--- config.mk ---
export PLATFORM = sky130hd
export DESIGN_NAME = ahb_master_mux
export DESIGN_NICKNAME = d
export VERILOG_FILES = /design/src/rtl/ahb_pkg.sv /design/src/rtl/ahb_mux_stats.sv /design/src/rtl/ahb_master_mux.sv
export SDC_FILE = /design/constraint.sdc
export NUM_CORES = 1
export LEC_CHECK = 0
export ABC_AREA = 1
export CORE_AREA = 2 2 144 146
export DETAILED_ROUTE_END_ITERATION = 6
export DIE_AREA = 0 0 146 148
export PLACE_DENSITY = 0.53
export SYNTH_ARGS = -nofsm -noshare
export SYNTH_HDL_FRONTEND = slang
export SYNTH_SLANG_ARGS = --single-unit
--- constraint.sdc ---
create_clock -name Hclk -period 2.3 [get_ports Hclk]
set_input_delay 0.23 -clock Hclk [delete_from_list [all_inputs] [get_ports Hclk]]
set_output_delay 0.23 -clock Hclk [all_outputs]
set_load 0.005 [all_outputs]
--- src/rtl/ahb_pkg.sv ---
// rtl/ahb_pkg.sv - shared AHB types and constants for the arbiter and master mux
//
// Purpose : transfer/burst/response encodings and master-count constants
//           common to ahb_arbiter and ahb_master_mux.
// Ports   : none (package).
package ahb_pkg;

  localparam int AHB_NM = 4;  // number of bus masters
  localparam int AHB_MW = 2;  // width of the master index

  typedef enum logic [1:0] {
    HTRANS_IDLE   = 2'b00,
    HTRANS_BUSY   = 2'b01,
    HTRANS_NONSEQ = 2'b10,
    HTRANS_SEQ    = 2'b11
  } htrans_t;

  typedef enum logic [2:0] {
    HBURST_SINGLE = 3'b000,
    HBURST_INCR   = 3'b001,
    HBURST_WRAP4  = 3'b010,
    HBURST_INCR4  = 3'b011,
    HBURST_WRAP8  = 3'b100,
    HBURST_INCR8  = 3'b101,
    HBURST_WRAP16 = 3'b110,
    HBURST_INCR16 = 3'b111
  } hburst_t;

  typedef enum logic {
    HRESP_OKAY  = 1'b0,
    HRESP_ERROR = 1'b1
  } hresp_t;

  // NONSEQ and SEQ both have bit 1 set; IDLE and BUSY carry no data phase.
  function automatic logic htrans_has_dphase(input logic [1:0] trans);
    return trans[1];
  endfunction

endpackage

--- src/rtl/ahb_mux_stats.sv ---
// rtl/ahb_mux_stats.sv - per-master saturating OKAY/ERROR transfer counter bank
//
// Purpose : counts completed data phases per master, saturating at all-ones.
// Ports   : clk_i, resetn_i (sync, active-low)
//           clr_i       - zero every counter; wins over a same-edge increment
//           done_i      - a data phase completes on this edge
//           err_i       - completing response is ERROR (else OKAY)
//           idx_i       - master owning the completing data phase
//           xfer_cnt_o  - packed OKAY counts, master i in slice i
//           err_cnt_o   - packed ERROR counts, master i in slice i
module ahb_mux_stats #(
  parameter int NM    = 4,
  parameter int CNT_W = 16,
  parameter int IDX_W = 2
) (
  input  logic                clk_i,
  input  logic                resetn_i,
  input  logic                clr_i,
  input  logic                done_i,
  input  logic                err_i,
  input  logic [IDX_W-1:0]    idx_i,
  output logic [NM*CNT_W-1:0] xfer_cnt_o,
  output logic [NM*CNT_W-1:0] err_cnt_o
);

  localparam logic [CNT_W-1:0] ONE = {{(CNT_W-1){1'b0}}, 1'b1};

  logic [CNT_W-1:0] xfer_q [NM];
  logic [CNT_W-1:0] xfer_d [NM];
  logic [CNT_W-1:0] err_q  [NM];
  logic [CNT_W-1:0] err_d  [NM];

  always_comb begin
    for (int i = 0; i < NM; i++) begin
      xfer_d[i] = xfer_q[i];
      err_d[i]  = err_q[i];
      if (clr_i) begin
        xfer_d[i] = '0;
        err_d[i]  = '0;
      end else if (done_i && (int'(idx_i) == i)) begin
        if (err_i) begin
          if (err_q[i] != '1) err_d[i] = err_q[i] + ONE;
        end else begin
          if (xfer_q[i] != '1) xfer_d[i] = xfer_q[i] + ONE;
        end
      end
    end
  end

  always_ff @(posedge clk_i) begin
    if (!resetn_i) begin
      for (int i = 0; i < NM; i++) begin
        xfer_q[i] <= '0;
        err_q[i]  <= '0;
      end
    end else begin
      for (int i = 0; i < NM; i++) begin
        xfer_q[i] <= xfer_d[i];
        err_q[i]  <= err_d[i];
      end
    end
  end

  for (genvar g = 0; g < NM; g++) begin : g_out
    assign xfer_cnt_o[g*CNT_W +: CNT_W] = xfer_q[g];
    assign err_cnt_o[g*CNT_W +: CNT_W]  = err_q[g];
  end

endmodule

--- src/rtl/ahb_master_mux.sv ---
// rtl/ahb_master_mux.sv - AHB master-to-slave address/control and write-data mux
//
// Purpose : forwards the granted master's address phase combinationally and
//           steers Hwdata from the master that owns the pipelined data phase.
// Ports   : Hclk, Hresetn (sync, active-low)
//           Hmaster, Hready, Hresp           - arbiter index, slave handshake
//           Haddr_m/Htrans_m/Hwrite_m/Hsize_m/Hburst_m/Hwdata_m - packed
//                                              per-master buses, master i in slice i
//           Haddr/Htrans/Hwrite/Hsize/Hburst - selected address phase
//           Hwdata, Hmaster_d, dphase_valid  - data-phase data and owner
//           stats_clr, xfer_cnt, err_cnt     - only with AHB_MUX_STATS_EN
// Config  : `define AHB_MUX_STATS_EN adds the per-master transfer counters.
module ahb_master_mux
  import ahb_pkg::*;
#(
  parameter int NM     = AHB_NM,
  parameter int ADDR_W = 32,
  parameter int DATA_W = 32,
  parameter int CNT_W  = 16
) (
  input  logic                 Hclk,
  input  logic                 Hresetn,
  input  logic [AHB_MW-1:0]    Hmaster,
  input  logic                 Hready,
  input  logic                 Hresp,
  input  logic [NM*ADDR_W-1:0] Haddr_m,
  input  logic [NM*2-1:0]      Htrans_m,
  input  logic [NM-1:0]        Hwrite_m,
  input  logic [NM*3-1:0]      Hsize_m,
  input  logic [NM*3-1:0]      Hburst_m,
  input  logic [NM*DATA_W-1:0] Hwdata_m,
  output logic [ADDR_W-1:0]    Haddr,
  output logic [1:0]           Htrans,
  output logic                 Hwrite,
  output logic [2:0]           Hsize,
  output logic [2:0]           Hburst,
  output logic [DATA_W-1:0]    Hwdata,
  output logic [AHB_MW-1:0]    Hmaster_d,
`ifdef AHB_MUX_STATS_EN
  input  logic                 stats_clr,
  output logic [NM*CNT_W-1:0]  xfer_cnt,
  output logic [NM*CNT_W-1:0]  err_cnt,
`endif
  output logic                 dphase_valid
);

  // Address phase: purely combinational from the granted master.
  always_comb begin
    Haddr  = Haddr_m[int'(Hmaster)*ADDR_W +: ADDR_W];
    Htrans = Htrans_m[int'(Hmaster)*2 +: 2];
    Hwrite = Hwrite_m[Hmaster];
    Hsize  = Hsize_m[int'(Hmaster)*3 +: 3];
    Hburst = Hburst_m[int'(Hmaster)*3 +: 3];
    // Slaves must see no transfer request while the bus is in reset.
    if (!Hresetn) Htrans = HTRANS_IDLE;
  end

  // Data-phase tracking: capture the address phase only when the previous
  // transfer completes, so wait states hold the owner and its write data.
  logic [AHB_MW-1:0] owner_q, owner_d;
  logic              valid_q, valid_d;
  logic              write_q, write_d;

  always_comb begin
    owner_d = owner_q;
    valid_d = valid_q;
    write_d = write_q;
    if (Hready) begin
      owner_d = Hmaster;
      valid_d = htrans_has_dphase(Htrans);
      write_d = Hwrite;
    end
  end

  always_ff @(posedge Hclk) begin
    if (!Hresetn) begin
      owner_q <= '0;
      valid_q <= 1'b0;
      write_q <= 1'b0;
    end else begin
      owner_q <= owner_d;
      valid_q <= valid_d;
      write_q <= write_d;
    end
  end

  assign Hmaster_d    = owner_q;
  assign dphase_valid = valid_q;
  assign Hwdata       = (valid_q && write_q) ? Hwdata_m[int'(owner_q)*DATA_W +: DATA_W]
                                             : '0;

`ifdef AHB_MUX_STATS_EN
  // A two-cycle ERROR has Hready low on its first cycle, so qualifying with
  // Hready counts each transfer exactly once.
  ahb_mux_stats #(
    .NM    (NM),
    .CNT_W (CNT_W),
    .IDX_W (AHB_MW)
  ) u_stats (
    .clk_i      (Hclk),
    .resetn_i   (Hresetn),
    .clr_i      (stats_clr),
    .done_i     (valid_q && Hready),
    .err_i      (Hresp),
    .idx_i      (owner_q),
    .xfer_cnt_o (xfer_cnt),
    .err_cnt_o  (err_cnt)
  );
`else
  logic unused_nostats;
  assign unused_nostats = ^{Hresp, 32'(CNT_W)};
`endif

endmodule

==> flow_summary.ini <==
[status]
outcome = complete, no violations

[clocking]
cts_tree = yes
clk_pin_slew_ns = 0.03
cts_root_buf = clkbuf_16
numCtsBuffers = 3
h-tree-depth = 1
cts_buffer_depth = 2
clk_latency_ns = 0.22
hold_buffers = 0
cts.sinks = 4
cts-resized-gates = 0
postCtsSetupBuffers = 0

[placed_design]
dpl.hpwl_um = 12980
io_buffers = 372
gp_congestion = 0.7846
dp_cells = 1147

[finish]
syn_to_final_growth_pct = 168.2
regArea_um2 = 81.33
fin_nets = 1180
multi_input_area_um2 = 2082
antenna_cells = 0
n_fill_cell = 2251
drive_above_1_share_pct = 2.841
stdcell_count = 1150

[global_routing]
grt_usage_pct = 13.95
antenna_found_initial = 0
grt_overflow_total = 0
grt_pass1_vias = 4779
grt_max_degree = 83
grt_pass1_wl_um = 24980

[detailed_routing]
vias = 4804
first_pass_iters = 4
via_per_inst = 4.177
ant_nets = 0
wirelength_um = 16380
drt_iter0_markers = 142
post_drt_wl_per_cell_um = 14.24
drc_errors = 0

[logic_synthesis]
yosys_warnings = 0
synth.top_cell.area_share_pct = 21.95
synth_top_area_cell = nand2_1
avgSynthCellArea_um2 = 4.561
synth_cells = 536
synth.distinct_cells = 15
synth_area_leaders = nand2_1 22%, nor2_1 22%, o21ai_0 17%
synth_nets = 834
synth_area_um2 = 2445
ys_ff_latch = 4
synth_seq_area_share_pct = 3.275

[sta]
fin_tns_setup_ns = 0
period_needed_ns = 2.155
rsz0062_at_grt = no
fin_skew_ns = 0
maxSlewViolCount = 0
tightest_slew_ns = 0.4005
relSlewSlack_pct = 73.26
period_share_pct = 93.71
hold_viol = 0
fmax_mhz = 464.0
final-setup-viol-count = 0

[worst_setup_path]
critical_path_class = input pin to primary output
endpoint_kind = primary output
cp-start-kind = input pin
required_ns = 2.07
worstPathArrival_ns = 1.93
critPathMaxFanout = 12

[die]
die_w_um = 146
start_util_pct = 12.20
pin_count = 374
design.die.area_um2 = 21610
coreArea_um2 = 20040
die_h_um = 148
rows = 52

[flow_run]
max_cap_violations = 0

[power]
p_leak_nw = 2.561
peakVddDrop_mv = 0.1533
power_w = 0.001505
powerDensity_nw_per_um2 = 229.5

[worst_hold_path]
hold_class = flop to flop
[cells in the mapped netlist (all sizes together)]
cell type,count
dfxtp,4
inv,6
a21oi,37
o22ai,38
nor2,143
nand3,4
o21ai,113
buf,25
nand2,143
clkbuf,23
[report_power, final]
part	switching (W)	total, W	leakage, nW	internal, W
sequential	0.00000609	0.0000815	0.0336	0.0000755
clock	0.0000476	0.000270	0.0370	0.000222
combinational	0.000409	0.00115	2.49	0.000744
[logic make-up (layout without fill, tap and decap cells)]
group                  after synthesis  count (layout)  share of synthesized area, %
and+or+nand+nor                    290             290                         44.73
buffers and inverters               54             398                         11.57
AOI/OAI and AO/OA                  188             188                         40.43
DFF                                  4               4                         3.275
[layer usage]
metal / vias up / share of wire, % / GRT usage, %
met4: 0 / 0.68 / 1.893
li1: 2475 / - / -
met2: 236 / 49 / 26.16
met5: - / 0 / 0
met1: 2085 / 42 / 16.25
met3: 8 / 8.5 / 3.704
[state kept, by name, summed over array words and instances, names as in the netlist]
signal        count
dphase_valid      1
write_q           1
Hmaster_d         2
[per-stage QoR]
stage | cell area (µm²) | setup slack [ns] | hold WS (ns) | utilization, %
floorplan | 2445 | 1.060 | 0.3194 | -
global placement | 6482 | 0.1569 | 0.5171 | 32.35
detailed placement | 6482 | 0.1359 | 0.5174 | 32.35
CTS | 6558 | 0.1095 | 0.5271 | 32.72
global route | 6558 | 0.0002620 | 0.5750 | 32.72
finish | 6558 | 0.1447 | 0.5231 | 32.72
[layout make-up]
cell class | count | share of cell area [%]
Clock buffer | 3 | 1.145
Sequential cell | 4 | 1.240
Multi-Input combinational cell | 478 | 31.75
Tap cell | 270 | 5.152
Timing Repair Buffer | 389 | 60.37
Inverter | 6 | 0.3434
[worst paths after layout]
kind / start / to / slack [ns] / cells after the start
max reg2reg: Hmaster_d[0] / Hmaster_d[0] / 1.58 / 2
max: Hmaster[1] / Htrans[0] / 0.14 / 7
min: write_q / write_q / 0.52 / 2
min reg2reg: write_q / write_q / 0.52 / 2
[worst max-delay path: stages]
cell and delay (ns):
clkdlybuf4s50_1 0.54, inv_1 0.11, buf_4 0.19, nor2_1 0.10, o21ai_0 0.09, a21oi_1 0.13, clkdlybuf4s50_1 0.53
[cells in the final DEF (no fill, tap or decap)]
| cell type | Yosys | layout |
|---|---|---|
| o21ai_1 | 28 | 28 |
| a21oi_1 | 37 | 37 |
| buf_12 | 0 | 9 |
| buf_4 | 6 | 8 |
| clkdlybuf4s50_1 | 0 | 371 |
| nand2_1 | 143 | 143 |
| buf_2 | 10 | 1 |
| o22ai_1 | 38 | 38 |
| dfxtp_2 | 0 | 1 |
| inv_1 | 3 | 3 |
| o21ai_0 | 85 | 85 |
| clkbuf_16 | 0 | 3 |
| dfxtp_1 | 4 | 3 |
| nand3_1 | 4 | 4 |
| nor2_1 | 143 | 143 |
| inv_2 | 3 | 3 |
Note: power is estimated with default switching activity, not from simulation.
